===== src/rtl/input_buffer_rd_sched_if.sv =====
// Handshake/bus bundle between the tile controller, the read scheduler and the
// three input-buffer SRAM read ports.
interface input_buffer_rd_sched_if #(
   parameter int ADDR_WIDTH = 10,
   parameter int LEN_WIDTH  = ADDR_WIDTH + 1
);
   logic                  start;
   logic [ADDR_WIDTH-1:0] cfg_base_a;
   logic [ADDR_WIDTH-1:0] cfg_base_b;
   logic [ADDR_WIDTH-1:0] cfg_base_c;
   logic [LEN_WIDTH-1:0]  cfg_len_a;
   logic [LEN_WIDTH-1:0]  cfg_len_b;
   logic                  cfg_bias_en;
   logic                  a_ready;

   logic [ADDR_WIDTH-1:0] rd_addr_a;
   logic                  rd_en_a;
   logic [ADDR_WIDTH-1:0] rd_addr_b;
   logic                  rd_en_b;
   logic [ADDR_WIDTH-1:0] rd_addr_c;
   logic                  rd_en_c;
   logic                  a_valid;
   logic                  a_last;
   logic                  b_valid;
   logic                  b_last;
   logic                  c_valid;
   logic                  busy;
   logic                  done;

   modport master (
      output start, cfg_base_a, cfg_base_b, cfg_base_c, cfg_len_a, cfg_len_b,
             cfg_bias_en, a_ready,
      input  rd_addr_a, rd_en_a, rd_addr_b, rd_en_b, rd_addr_c, rd_en_c,
             a_valid, a_last, b_valid, b_last, c_valid, busy, done
   );

   modport slave (
      input  start, cfg_base_a, cfg_base_b, cfg_base_c, cfg_len_a, cfg_len_b,
             cfg_bias_en, a_ready,
      output rd_addr_a, rd_en_a, rd_addr_b, rd_en_b, rd_addr_c, rd_en_c,
             a_valid, a_last, b_valid, b_last, c_valid, busy, done
   );
endinterface


===== src/rtl/input_buffer_rd_sched.sv =====
// Read-side sequencer for the input buffer: weight preload on port B, then
// back-pressured activation streaming on port A with optional bias reads on C.
module input_buffer_rd_sched #(
   parameter int ADDR_WIDTH = 10,
   parameter int LEN_WIDTH  = ADDR_WIDTH + 1
) (
   input logic                    clk,
   input logic                    rst_n,
   input_buffer_rd_sched_if.slave bus
);

   typedef enum logic [1:0] {IDLE, LOAD_W, STREAM, DRAIN} state_e;

   state_e                state_q, state_d;
   logic [ADDR_WIDTH-1:0] base_a_q, base_b_q, base_c_q;
   logic [LEN_WIDTH-1:0]  len_a_q, len_b_q;
   logic                  bias_en_q;
   logic [LEN_WIDTH-1:0]  idx_a_q, idx_a_d;
   logic [LEN_WIDTH-1:0]  idx_b_q, idx_b_d;
   logic                  a_valid_q, a_last_q, b_valid_q, b_last_q, c_valid_q;
   logic                  done_q;

   logic                  load_cfg;
   logic                  en_a, en_b, en_c;
   logic                  last_a, last_b;
   logic [ADDR_WIDTH-1:0] addr_a, addr_b, addr_c;

   always_ff @(posedge clk or negedge rst_n) begin
      if (!rst_n) begin
         state_q <= IDLE;
      end else begin
         state_q <= state_d;
      end
   end

   always_comb begin
      state_d  = state_q;
      idx_a_d  = idx_a_q;
      idx_b_d  = idx_b_q;
      load_cfg = 1'b0;
      en_a     = 1'b0;
      en_b     = 1'b0;
      en_c     = 1'b0;
      last_a   = 1'b0;
      last_b   = 1'b0;
      addr_a   = '0;
      addr_b   = '0;
      addr_c   = '0;
      case (state_q)
         IDLE: begin
            if (bus.start) begin
               load_cfg = 1'b1;
               idx_a_d  = '0;
               idx_b_d  = '0;
               if (bus.cfg_len_b != '0) begin
                  state_d = LOAD_W;
               end else if (bus.cfg_len_a != '0) begin
                  state_d = STREAM;
               end else begin
                  state_d = DRAIN;
               end
            end
         end
         LOAD_W: begin
            en_b    = 1'b1;
            addr_b  = base_b_q + idx_b_q[ADDR_WIDTH-1:0];
            last_b  = (idx_b_q == len_b_q - LEN_WIDTH'(1));
            idx_b_d = idx_b_q + LEN_WIDTH'(1);
            if (last_b) begin
               state_d = (len_a_q != '0) ? STREAM : DRAIN;
            end
         end
         STREAM: begin
            // Issue follows a_ready combinationally; addresses come only from registers.
            en_a   = bus.a_ready;
            en_c   = bus.a_ready & bias_en_q;
            addr_a = base_a_q + idx_a_q[ADDR_WIDTH-1:0];
            if (bias_en_q) begin
               addr_c = base_c_q + idx_a_q[ADDR_WIDTH-1:0];
            end
            last_a = en_a && (idx_a_q == len_a_q - LEN_WIDTH'(1));
            if (en_a) begin
               idx_a_d = idx_a_q + LEN_WIDTH'(1);
            end
            if (last_a) begin
               state_d = DRAIN;
            end
         end
         DRAIN: begin
            state_d = IDLE;
         end
         default: begin
            state_d = IDLE;
         end
      endcase
   end

   always_ff @(posedge clk or negedge rst_n) begin
      if (!rst_n) begin
         base_a_q  <= '0;
         base_b_q  <= '0;
         base_c_q  <= '0;
         len_a_q   <= '0;
         len_b_q   <= '0;
         bias_en_q <= 1'b0;
         idx_a_q   <= '0;
         idx_b_q   <= '0;
      end else begin
         if (load_cfg) begin
            base_a_q  <= bus.cfg_base_a;
            base_b_q  <= bus.cfg_base_b;
            base_c_q  <= bus.cfg_base_c;
            len_a_q   <= bus.cfg_len_a;
            len_b_q   <= bus.cfg_len_b;
            bias_en_q <= bus.cfg_bias_en;
         end
         idx_a_q <= idx_a_d;
         idx_b_q <= idx_b_d;
      end
   end

   // Valid strobes: one register stage to line up with the SRAM read latency.
   always_ff @(posedge clk or negedge rst_n) begin
      if (!rst_n) begin
         a_valid_q <= 1'b0;
         a_last_q  <= 1'b0;
         b_valid_q <= 1'b0;
         b_last_q  <= 1'b0;
         c_valid_q <= 1'b0;
         done_q    <= 1'b0;
      end else begin
         a_valid_q <= en_a;
         a_last_q  <= last_a;
         b_valid_q <= en_b;
         b_last_q  <= last_b;
         c_valid_q <= en_c;
         done_q    <= (state_q == DRAIN);
      end
   end

   assign bus.rd_en_a   = en_a;
   assign bus.rd_addr_a = addr_a;
   assign bus.rd_en_b   = en_b;
   assign bus.rd_addr_b = addr_b;
   assign bus.rd_en_c   = en_c;
   assign bus.rd_addr_c = addr_c;
   assign bus.a_valid   = a_valid_q;
   assign bus.a_last    = a_last_q;
   assign bus.b_valid   = b_valid_q;
   assign bus.b_last    = b_last_q;
   assign bus.c_valid   = c_valid_q;
   assign bus.busy      = (state_q != IDLE);
   assign bus.done      = done_q;

endmodule


===== src/flat_wrapper.sv =====
// flat-port wrapper written by rule: the top's interface ports become plain ports
module input_buffer_rd_sched_flat 
#(
   parameter int ADDR_WIDTH = 10,
   parameter int LEN_WIDTH  = ADDR_WIDTH + 1
)
  (clk, rst_n, bus_start, bus_cfg_base_a, bus_cfg_base_b, bus_cfg_base_c, bus_cfg_len_a, bus_cfg_len_b, bus_cfg_bias_en, bus_a_ready, bus_rd_addr_a, bus_rd_en_a, bus_rd_addr_b, bus_rd_en_b, bus_rd_addr_c, bus_rd_en_c, bus_a_valid, bus_a_last, bus_b_valid, bus_b_last, bus_c_valid, bus_busy, bus_done);
  input_buffer_rd_sched_if #(.ADDR_WIDTH(ADDR_WIDTH), .LEN_WIDTH(LEN_WIDTH)) bus_i ();
  input logic clk;
  input logic rst_n;
  input wire logic [$bits(bus_i.start)-1:0] bus_start;
  input wire logic [$bits(bus_i.cfg_base_a)-1:0] bus_cfg_base_a;
  input wire logic [$bits(bus_i.cfg_base_b)-1:0] bus_cfg_base_b;
  input wire logic [$bits(bus_i.cfg_base_c)-1:0] bus_cfg_base_c;
  input wire logic [$bits(bus_i.cfg_len_a)-1:0] bus_cfg_len_a;
  input wire logic [$bits(bus_i.cfg_len_b)-1:0] bus_cfg_len_b;
  input wire logic [$bits(bus_i.cfg_bias_en)-1:0] bus_cfg_bias_en;
  input wire logic [$bits(bus_i.a_ready)-1:0] bus_a_ready;
  output wire logic [$bits(bus_i.rd_addr_a)-1:0] bus_rd_addr_a;
  output wire logic [$bits(bus_i.rd_en_a)-1:0] bus_rd_en_a;
  output wire logic [$bits(bus_i.rd_addr_b)-1:0] bus_rd_addr_b;
  output wire logic [$bits(bus_i.rd_en_b)-1:0] bus_rd_en_b;
  output wire logic [$bits(bus_i.rd_addr_c)-1:0] bus_rd_addr_c;
  output wire logic [$bits(bus_i.rd_en_c)-1:0] bus_rd_en_c;
  output wire logic [$bits(bus_i.a_valid)-1:0] bus_a_valid;
  output wire logic [$bits(bus_i.a_last)-1:0] bus_a_last;
  output wire logic [$bits(bus_i.b_valid)-1:0] bus_b_valid;
  output wire logic [$bits(bus_i.b_last)-1:0] bus_b_last;
  output wire logic [$bits(bus_i.c_valid)-1:0] bus_c_valid;
  output wire logic [$bits(bus_i.busy)-1:0] bus_busy;
  output wire logic [$bits(bus_i.done)-1:0] bus_done;
  assign bus_i.start = bus_start;
  assign bus_i.cfg_base_a = bus_cfg_base_a;
  assign bus_i.cfg_base_b = bus_cfg_base_b;
  assign bus_i.cfg_base_c = bus_cfg_base_c;
  assign bus_i.cfg_len_a = bus_cfg_len_a;
  assign bus_i.cfg_len_b = bus_cfg_len_b;
  assign bus_i.cfg_bias_en = bus_cfg_bias_en;
  assign bus_i.a_ready = bus_a_ready;
  assign bus_rd_addr_a = bus_i.rd_addr_a;
  assign bus_rd_en_a = bus_i.rd_en_a;
  assign bus_rd_addr_b = bus_i.rd_addr_b;
  assign bus_rd_en_b = bus_i.rd_en_b;
  assign bus_rd_addr_c = bus_i.rd_addr_c;
  assign bus_rd_en_c = bus_i.rd_en_c;
  assign bus_a_valid = bus_i.a_valid;
  assign bus_a_last = bus_i.a_last;
  assign bus_b_valid = bus_i.b_valid;
  assign bus_b_last = bus_i.b_last;
  assign bus_c_valid = bus_i.c_valid;
  assign bus_busy = bus_i.busy;
  assign bus_done = bus_i.done;
  input_buffer_rd_sched #(.ADDR_WIDTH(ADDR_WIDTH), .LEN_WIDTH(LEN_WIDTH)) u_core (.clk(clk), .rst_n(rst_n), .bus(bus_i));
endmodule

===== config.mk =====
export PLATFORM = sky130hd
export DESIGN_NAME = input_buffer_rd_sched_flat
export DESIGN_NICKNAME = d
export VERILOG_FILES = /design/src/rtl/input_buffer_rd_sched_if.sv /design/src/rtl/input_buffer_rd_sched.sv /design/src/flat_wrapper.sv
export SDC_FILE = /design/constraint.sdc
export NUM_CORES = 1
export LEC_CHECK = 0
export BUFFER_PORTS_ARGS = -buffer_cell sky130_fd_sc_hd__clkbuf_2
export CORE_MARGIN = 8
export CORE_UTILIZATION = 55
export CTS_CLUSTER_DIAMETER = 100
export DETAILED_ROUTE_END_ITERATION = 6
export HOLD_SLACK_MARGIN = 0.03
export PLACE_DENSITY = 0.77
export SLEW_MARGIN = 20
export SYNTH_ARGS = -nofsm -noshare
export SYNTH_HDL_FRONTEND = slang
export SYNTH_SLANG_ARGS = --single-unit

===== constraint.sdc =====
create_clock -name clk -period 3.05 [get_ports clk]
set_input_delay 0.7625 -clock clk [delete_from_list [all_inputs] [get_ports clk]]
set_output_delay 0.7625 -clock clk [all_outputs]
set_load 0.02 [all_outputs]

=== Word level (Yosys, flattened, before mapping) ===
Index checks and enable logic that the tools add are counted.

* $add $sub $neg: 7
* Eq/ne operators: 9
* Multiplexer cells: 22
* Bitwise operators: 1
* Reduce and logical (&&, ||, !) cells: 11

{| class="wikitable"
|+ Operators with widths
! kind !! count
|-
| $pmux W11 S2 || 2
|-
| $mux W10 || 4
|-
| $reduce_bool A11 Y1 || 3
|-
| $add A10 B10 Y10 || 3
|-
| $add A11 B1 Y11 const B || 2
|-
| $eq A11 B11 Y1 || 2
|-
| $mux W11 || 2
|-
| $sub A11 B1 Y11 const B || 2
|-
| $mux W1 || 9
|-
| $mux W2 || 4
|-
| $pmux W2 S4 || 1
|-
| $reduce_and A3 Y1 || 2
|-
| $reduce_bool A2 Y1 || 3
|-
| $eq A2 B2 Y1 const B || 2
|-
| $ne A2 B1 Y1 const B || 2
|-
| $ne A2 B2 Y1 const B || 2
|-
| $eq A2 B1 Y1 const B || 1
|-
| $logic_not A2 Y1 || 1
|-
| $reduce_and A2 Y1 || 1
|-
| $and A1 B1 Y1 || 1
|-
| $logic_and A1 B1 Y1 || 1
|}

* Flip-flop bits (word level): 83
* Input bits: 57
* Output and inout bits: 40
* Logic and storage cells: 65

=== Longest topological paths before layout ===
Gate-level depths: netlist of the first run.

* Word-level depth: 5
* Gate-level depth with buffers: 10
* Gate-level depth less buffers: 9

=== Least setup slack after synthesis of the first run ===
Ideal clock, no wire load.

* Path kind: register -> output
* From: register u_core.idx_a_q[1]
* To: output port bus_rd_addr_c[9]
* Data arrival time: 2.283 ns
* Required time: 2.288 ns
* Slack: 0.005 ns
* Cell stages (with the launch flop): 9
* Buffers on the path: 0
* Cell sequence: dfrtp_1 -> ha_1 -> a21o_1 -> a21oi_1 -> o21bai_1 -> a2111o_1 -> a41oi_1 -> xnor2_1 -> nor2_1

* Cells in the longest elaborated chain, start to end: 3

{| class="wikitable"
|+ Ends and longest elaborated chain
! what !! line !! source
|-
| from (decl) || input_buffer_rd_sched.sv:18 || <nowiki>logic [LEN_WIDTH-1:0] idx_a_q, idx_a_d;</nowiki>
|-
| from (signal assigned) || input_buffer_rd_sched.sv:117 || <nowiki>idx_a_q <= idx_a_d;</nowiki>
|-
| $add A10 B10 Y10 || input_buffer_rd_sched.sv:79 || <nowiki>addr_c = base_c_q + idx_a_q[ADDR_WIDTH-1:0];</nowiki>
|-
| $mux W10 || input_buffer_rd_sched.sv:78 || <nowiki>if (bias_en_q) begin</nowiki>
|-
| $mux W10 || input_buffer_rd_sched.sv:49 || <nowiki>case (state_q)</nowiki>
|-
| to (decl) || flat_wrapper.sv:23 || <nowiki>output wire logic [$bits(bus_i.rd_addr_c)-1:0] bus_rd_addr_c;</nowiki>
|}

Every way passes these cells.

=== Worst setup path in the final report of the first run ===
* From: register u_core.idx_a_q[1]
* To: output port bus_rd_addr_a[9]

* Cells in the longest elaborated chain, start to end: 2

{| class="wikitable"
|+ Ends and longest elaborated chain
! what !! line !! source
|-
| $add A10 B10 Y10 || input_buffer_rd_sched.sv:77 || <nowiki>addr_a = base_a_q + idx_a_q[ADDR_WIDTH-1:0];</nowiki>
|-
| $mux W10 || input_buffer_rd_sched.sv:49 ||
|-
| to (decl) || flat_wrapper.sv:19 || <nowiki>output wire logic [$bits(bus_i.rd_addr_a)-1:0] bus_rd_addr_a;</nowiki>
|}

Every way passes these cells.

==> summary.md, run 1 <==
| Metric | Value |
|---|---|
| Status | complete, but fails checks |
| Failing checks | negative setup slack |
| Most numerous cell in the Yosys netlist | dfrtp_1 |
| Area delta synth->final | 21.9% |
| Bufs on Longest Clock Path | 2 |
| Final setup vio count | 13 |
| Slowest CP cell | dfrtp_1 |
| # IOs | 97 |
| Critical Path RT | 2290 ps |
| Row Count | 36 |
| Max incr delay on CP | 430 ps |
| Synth area leader | dfrtp_1 |
| Share of the synthesized area in the top cell type | 38.1% |
| CTS tree | yes |
| Average wire per standard cell | 17.8 um |
| EDFF count, synth | 0 |
| Wirelength, routed | 14500 um |
| Logic pwr share | 56.2% |
| Most instantiated cells after synthesis | 83 x dfrtp_1, 62 x nor2_1, 48 x mux2_2 |
| Clock net sink count | 83 |
| Residual DRC count | 0 |
| Critical setup path kind | flip-flop to primary output |
| Int Power | 3690 uW |
| Total CTS buffers | 9 |
| Antenna violations before repair | 0 |
| Initial DRC Count | 218 |
| Worst Path Arrival | 2570 ps |
| RSZ-0062 raised after global routing | true |
| Chip width | 116 um |
| Worst-Margin Slew | 624 ps |
| Hold WS | 381 ps |
| DR pass1 iterations | 5 |
| Worst R2R Start | u_core.len_a_q[0] |
| Total Power | 6450 uW |
| Layout Skew | 14.0 ps |
| Slew headroom | 58.3% |
| Core region area | 0.00968 mm2 |
| R2r setup slk | 410 ps |
| HPWL after DPL | 10400 um |
| CP Capture Type | primary output |
| Die Height | 116 um |
| Cell count after synthesis | 546 |
| LEAKAGE | 0.00311 uW |
| Slew Limit Fails | 0 |
| N_diodes | 0 |
| Root Buffer | clkbuf_8 |
| Power share of the clock group | 13.5% |
| Total net switching power | 2760 uW |
| I/O Buffers | 96 |
| Sw frac | 42.8% |
| Pre-CTS setup slack | -6.18 ps |
| Maximum fanout along the worst path | 4 |
| HP Class | input pin to asynchronous set/reset pin |
| Cell Area, Synth | 0.00545 mm2 |
| Starting Density | 56.3% |
| Worst-path clk slew | 80 ps |
| Max-cap viol count | 0 |
| H-tree levels | 3 |
| Worst R2R Path Depth | 10 |
| Crit path cell chain | ha_1 -> a21o_1 -> a21oi_2 -> o21bai_2 -> a2111o_1 -> a41oi_2 -> xnor2_1 -> nor2_1 -> buf_4 |
| Final hold violations | 0 |
| Ys Warns | 0 |
| Unique cell type count in the Yosys netlist | 56 |
| Via count | 4688 |
| Syn avg cell area | 9.98 um2 |
| Share of cells above drive strength 1 | 34.9% |
| Final GP Congestion | 0.895 |
| Max Fclk | 300 MHz |
| Ys flop type | dfrtp_1 |
| GRT overflow | 0 |
| Seq pwr share | 30.2% |
| CTS Hold Bufs | 0 |
| Critical R2R Capture | u_core.state_q[0] |
| Setup ws final | -280 ps |
| Critical path startpoint category | flip-flop |
| First-pass GRT wire length | 23000 um |
| Vias in the first global route | 4734 |
| VDD IR max | 509 uV |
| FFs w/ async S/R, synth | 100% |
| Total track usage | 21.8% |
| Post-route ant nets | 0 |
| Synth top area cells | dfrtp_1 38%, mux2_2 9.9%, ha_1 8.3%, xnor2_1 6.1%, nor2_1 4.3% |
| Fin crit share | 109% |
| Fin nets | 771 |
| PD cells | 971 mW/mm2 |
| Die area | 0.0134 mm2 |
| Final min period | 3330 ps |
| Vias per Instance | 5.77 |
| Clk Latency, worst-skew pair | 370 ps |
| Sequential share of the synthesized area | 38.1% |
| Pin count of the biggest net entering global routing | 50 |
| Syn_nets | 642 |
| Seq cells post-synth | 83 |
## registers in the layout, summed over array words and instances, names as in the netlist
register	cells
u_core.idx_a_q	11
u_core.idx_b_q	11
u_core.len_a_q	11
u_core.len_b_q	11
u_core.base_a_q	10
u_core.base_b_q	10
u_core.base_c_q	10
u_core.state_q	2
u_core.bias_en_q	1
u_core.bus.a_last	1
u_core.bus.a_valid	1
u_core.bus.b_last	1
u_core.bus.b_valid	1
u_core.bus.c_valid	1
u_core.bus.done	1
## worst max path at each step
| stage | startpoint | cells past startpoint | endpoint | slack (ps) |
|---|---|---|---|---|
| floorplan | u_core.idx_a_q[1] | 8 | bus_rd_addr_c[9] | 5 |
| global placement | u_core.idx_a_q[0] | 10 | bus_rd_addr_c[8] | 50 |
| detailed placement | u_core.idx_a_q[0] | 10 | bus_rd_addr_a[8] | -6 |
| CTS | u_core.idx_a_q[1] | 9 | bus_rd_addr_c[9] | -180 |
| global route | u_core.idx_a_q[1] | 9 | bus_rd_addr_a[9] | -350 |
| finish | u_core.idx_a_q[1] | 9 | bus_rd_addr_a[9] | -280 |
## repair_timing
action / in CTS / in global routing
gates resized for setup: 27 / 26
pin swaps: 28 / 7
hold endpoints to repair: 0 / 0
setup endpoints to repair: 13 / 14
buffers inserted: 14 / 5
## logic make-up (layout without fill, tap and decap cells)
| family | after synthesis | count (layout) | share of synthesized area [%] |
|---|---|---|---|
| flip-flops | 83 | 83 | 38.1 |
| AO/OA/AOI/OAI | 98 | 98 | 12.2 |
| multiplexers | 52 | 52 | 10.7 |
| buffers and inverters | 36 | 170 | 3.19 |
| adder cells (fa/ha/maj) | 39 | 39 | 9.37 |
| AND/OR/NAND/NOR | 178 | 178 | 16.8 |
| XOR/XNOR | 60 | 60 | 9.64 |
## power groups by stage
stage,Sequential (uW),Combinational [uW],Clock [uW]
after floorplan,1890,2420,0
after global placement,1930,3130,0
after detailed placement,1960,3250,0
after CTS,1930,3470,881
after global routing,2000,3950,929
final,1950,3630,874
## stage by stage
step | utilization [%] | TNS (ps) | instances | cell area (um2)
2_1_floorplan | - | 0 | 546 | 5450
3_3_place_gp | 63.5 | 0 | 778 | 6150
3_5_place_dp | 63.5 | -6.18 | 778 | 6150
4_1_cts | 67.7 | -1380 | 808 | 6550
5_1_grt | 68.6 | -3440 | 813 | 6640
6_report | 68.6 | -2190 | 813 | 6640
## layer usage
metal	track usage (%)	vias up	part of all wire, %	wire, um
met4	8.23	0	2.4	354
met3	5.00	28	5.9	857
li1	-	2228	-	-
met1	27.2	2295	43	6170
met5	0	-	0	0
met2	36.2	137	49	7130
## area by class of cell
type,instances,area [um2]
fill,739,3040
clock inverter,4,75.1
inverter,18,67.6
multi-input combinational,427,3310
clock buffer,12,135
sequential,83,2080
tap,133,166
timing repair buffer,136,812
## layout by cell type (no fill, tap or decap), types with 18 or more instances in the layout
master	netlist	layout
dfrtp_1	83	83
clkbuf_2	0	82
nor2_1	62	62
buf_4	1	50
mux2_2	48	48
xnor2_1	38	37
ha_1	36	33
nand2_1	27	26
xor2_1	22	22
a21oi_1	29	19
o21ai_0	22	19
inv_1	18	18
## critical path: cells and delay by family, from the launching register on
family / cells / cell delay (ps)
and+or+nand+nor: 1 / 50
xor gates and xnor gates: 1 / 130
adders and majority gates: 1 / 310
DFF: 1 / 430
buffers and inverters: 1 / 170
AOI/OAI and AO/OA: 5 / 1110
Note: power is estimated with default switching activity, not from simulation.
==> run 2: changes to the inputs <==
--- a/config.mk
+++ b/config.mk
@@ -6,7 +6,6 @@
 export NUM_CORES = 1
 export LEC_CHECK = 0
 export BUFFER_PORTS_ARGS = -buffer_cell sky130_fd_sc_hd__clkbuf_2
-export CORE_MARGIN = 8
 export CORE_UTILIZATION = 55
 export CTS_CLUSTER_DIAMETER = 100
 export DETAILED_ROUTE_END_ITERATION = 6
==> run 2 against run 1 <==
The run still ends with negative setup slack left. Final cell count shrank 0.86%. Maximum frequency grew 0.53%. Power shrank 1.0%. Largest cell class unchanged.
==> summary.md, run 2 (synthesized netlist as in run 1, its figures left out) <==
| Metric | Value |
|---|---|
| Worst R2R Start | u_core.len_a_q[0] |
| Worst-path clk slew | 80 ps (about the same) |
| Final Util | 70.5% (+1.9 points) |
| Critical Path RT | 2290 ps (about the same) |
| H-tree levels | 3 (unchanged) |
| Setup TNS | -1920 ps (+276 ps) |
| Maximum fanout along the worst path | 4 (unchanged) |
| R2r setup slk | 410 ps (about the same) |
| Pin count of the biggest net entering global routing | 43 (-14%) |
| Max-cap viol count | 0 (unchanged) |
| Layout Skew | 14.5 ps (+0.488 ps) |
| Final setup vio count | 12 (-1) |
| Area delta synth->final | 21.7% |
| Worst-Margin Slew | 668 ps (+44.1 ps) |
| LEAKAGE | 0.00309 uW (-0.76%) |
| I/O Buffers | 96 (unchanged) |
| Vias per Instance | 5.74 (-0.44%) |
| Clk Latency, worst-skew pair | 370 ps (about the same) |
| Slew headroom | 55.3% (-2.9 points) |
| DR pass1 iterations | 4 (-1) |
| GRT overflow | 0 (unchanged) |
| PD cells | 962 mW/mm2 (-0.91%) |
| # IOs | 97 (unchanged) |
| CTS tree | yes |
| Starting Density | 57.9% (+1.6 points) |
| CTS Hold Bufs | 0 (unchanged) |
| Fin crit share | 109% (-0.57 points) |
| Fin nets | 768 (-0.39%) |
| HP Class | input pin to asynchronous set/reset pin |
| Via count | 4627 (-1.3%) |
| Total CTS buffers | 9 (unchanged) |
| Share of cells above drive strength 1 | 35.0% (+0.15 points) |
| Chip width | 102 um (-12%) |
| Pre-CTS setup slack | 13.1 ps (+19.3 ps) |
| Failing checks | negative setup slack |
| Core region area | 0.00942 mm2 (-2.8%) |
| Worst R2R Path Depth | 10 (unchanged) |
| Worst Path Arrival | 2550 ps (-20 ps) |
| CP Capture Type | primary output |
| Row Count | 35 (-2.8%) |
| Total Power | 6380 uW (-1.0%) |
| RSZ-0062 raised after global routing | true |
| VDD IR max | 484 uV (-5.0%) |
| Initial DRC Count | 377 (+73%) |
| First-pass GRT wire length | 21500 um (-6.9%) |
| Fin cells | 806 (-0.86%) |
| N_diodes | 0 (unchanged) |
| Setup ws final | -263 ps (+17.5 ps) |
| Root Buffer | clkbuf_8 |
| Slew Limit Fails | 0 (unchanged) |
| Max Fclk | 302 MHz (+0.53%) |
| Critical setup path kind | flip-flop to primary output |
| Residual DRC count | 0 (unchanged) |
| Final min period | 3310 ps (-17.5 ps) |
| Critical path startpoint category | flip-flop |
| Total track usage | 26.9% (+5.1 points) |
| Die Height | 102 um (-12%) |
| HPWL after DPL | 9580 um (-8.2%) |
| Critical R2R Capture | u_core.state_q[0] |
| Average wire per standard cell | 16.7 um (-6.6%) |
| Bufs on Longest Clock Path | 2 (unchanged) |
| Die area | 0.0103 mm2 (-23%) |
| Final GP Congestion | 0.886 (-1.0%) |
| Status | complete, but fails checks |
| Placed Cells | 774 (-0.51%) |
| Wirelength, routed | 13400 um (-7.4%) |
| Antenna violations before repair | 0 (unchanged) |
| Commonest non-fill, non-tap cells in the layout | 82 x clkbuf_2, 82 x dfrtp_1, 61 x nor2_1 |
| Vias in the first global route | 4499 (-5.0%) |
| Final hold violations | 0 (unchanged) |
| Post-route ant nets | 0 (unchanged) |
| Clock net sink count | 83 (unchanged) |
## run 2: cell count changes in the layout (fill, tap and decap cells not counted), moves of 2 or more
cell      previous run  this run
clkbuf_1             3         1
ha_4                 0         2
buf_6                1         3
buf_4               50        44
## run 2: area by class of cell
cell class	instances	area, um2
flip-flops and latches	83	2080
clock inverters	6	66.3
repair buffers	133	810
clock buffers	10	128
well taps	129	161
multi-input cells	427	3320
fillers	686	2780
inverters	18	67.6
## run 2: power by group
| part | total [uW] | internal (uW) | switching, uW | leakage [uW] |
|---|---|---|---|---|
| logic | 3610 | 1700 | 1910 | 0.00197 |
| clock network | 808 | 379 | 429 | 0.0000885 |
| registers | 1960 | 1530 | 431 | 0.00103 |
## run 2: worst max-delay path by stage
| stage | startpoint | to | slack [ps] | cells after the start |
|---|---|---|---|---|
| 6_report | u_core.idx_a_q[1] | bus_rd_addr_c[9] | -260 | 9 |
| 5_1_grt | u_core.idx_a_q[1] | bus_rd_addr_c[9] | -330 | 9 |
| 4_1_cts | u_core.idx_a_q[1] | bus_rd_addr_c[9] | -140 | 9 |
| 3_5_place_dp | u_core.base_b_q[1] | bus_rd_addr_b[9] | 10 | 9 |
| 3_3_place_gp | u_core.idx_a_q[0] | bus_rd_addr_c[8] | 90 | 10 |
| 2_1_floorplan | u_core.idx_a_q[1] | bus_rd_addr_c[9] | 5 | 8 |
## run 2: metrics by stage
step | cell area, um2 | hold slack [ps]
2_1_floorplan | 5450 | 467
3_5_place_dp | 6160 | 501
5_1_grt | 6640 | 429
4_1_cts | 6540 | 406
3_3_place_gp | 6160 | 496
6_report | 6640 | 378
## run 2: worst max-delay path: stages (launching register included)
cell,delay (ps)
dfrtp_2,460
ha_4,220
a21o_1,170
a21oi_2,160
o21bai_1,100
a2111o_1,460
a41oi_2,200
xnor2_1,90
nor2_1,150
buf_4,170
## run 2: timing repair
action / in CTS / in global routing
resized for setup: 28 / 28
setup buffers: 13 / 3
setup endpoints to repair: 13 / 15
pin swaps: 27 / 11
## run 2: layer usage
metal	global-route usage (%)	vias to the layer above	routed length [um]	part of all wire (%)
met4	8.36	0	243	1.8
met2	41.8	144	6170	46
met5	0	-	0	0
met1	38.0	2244	6160	46
met3	5.45	23	840	6.3
li1	-	2216	-	-
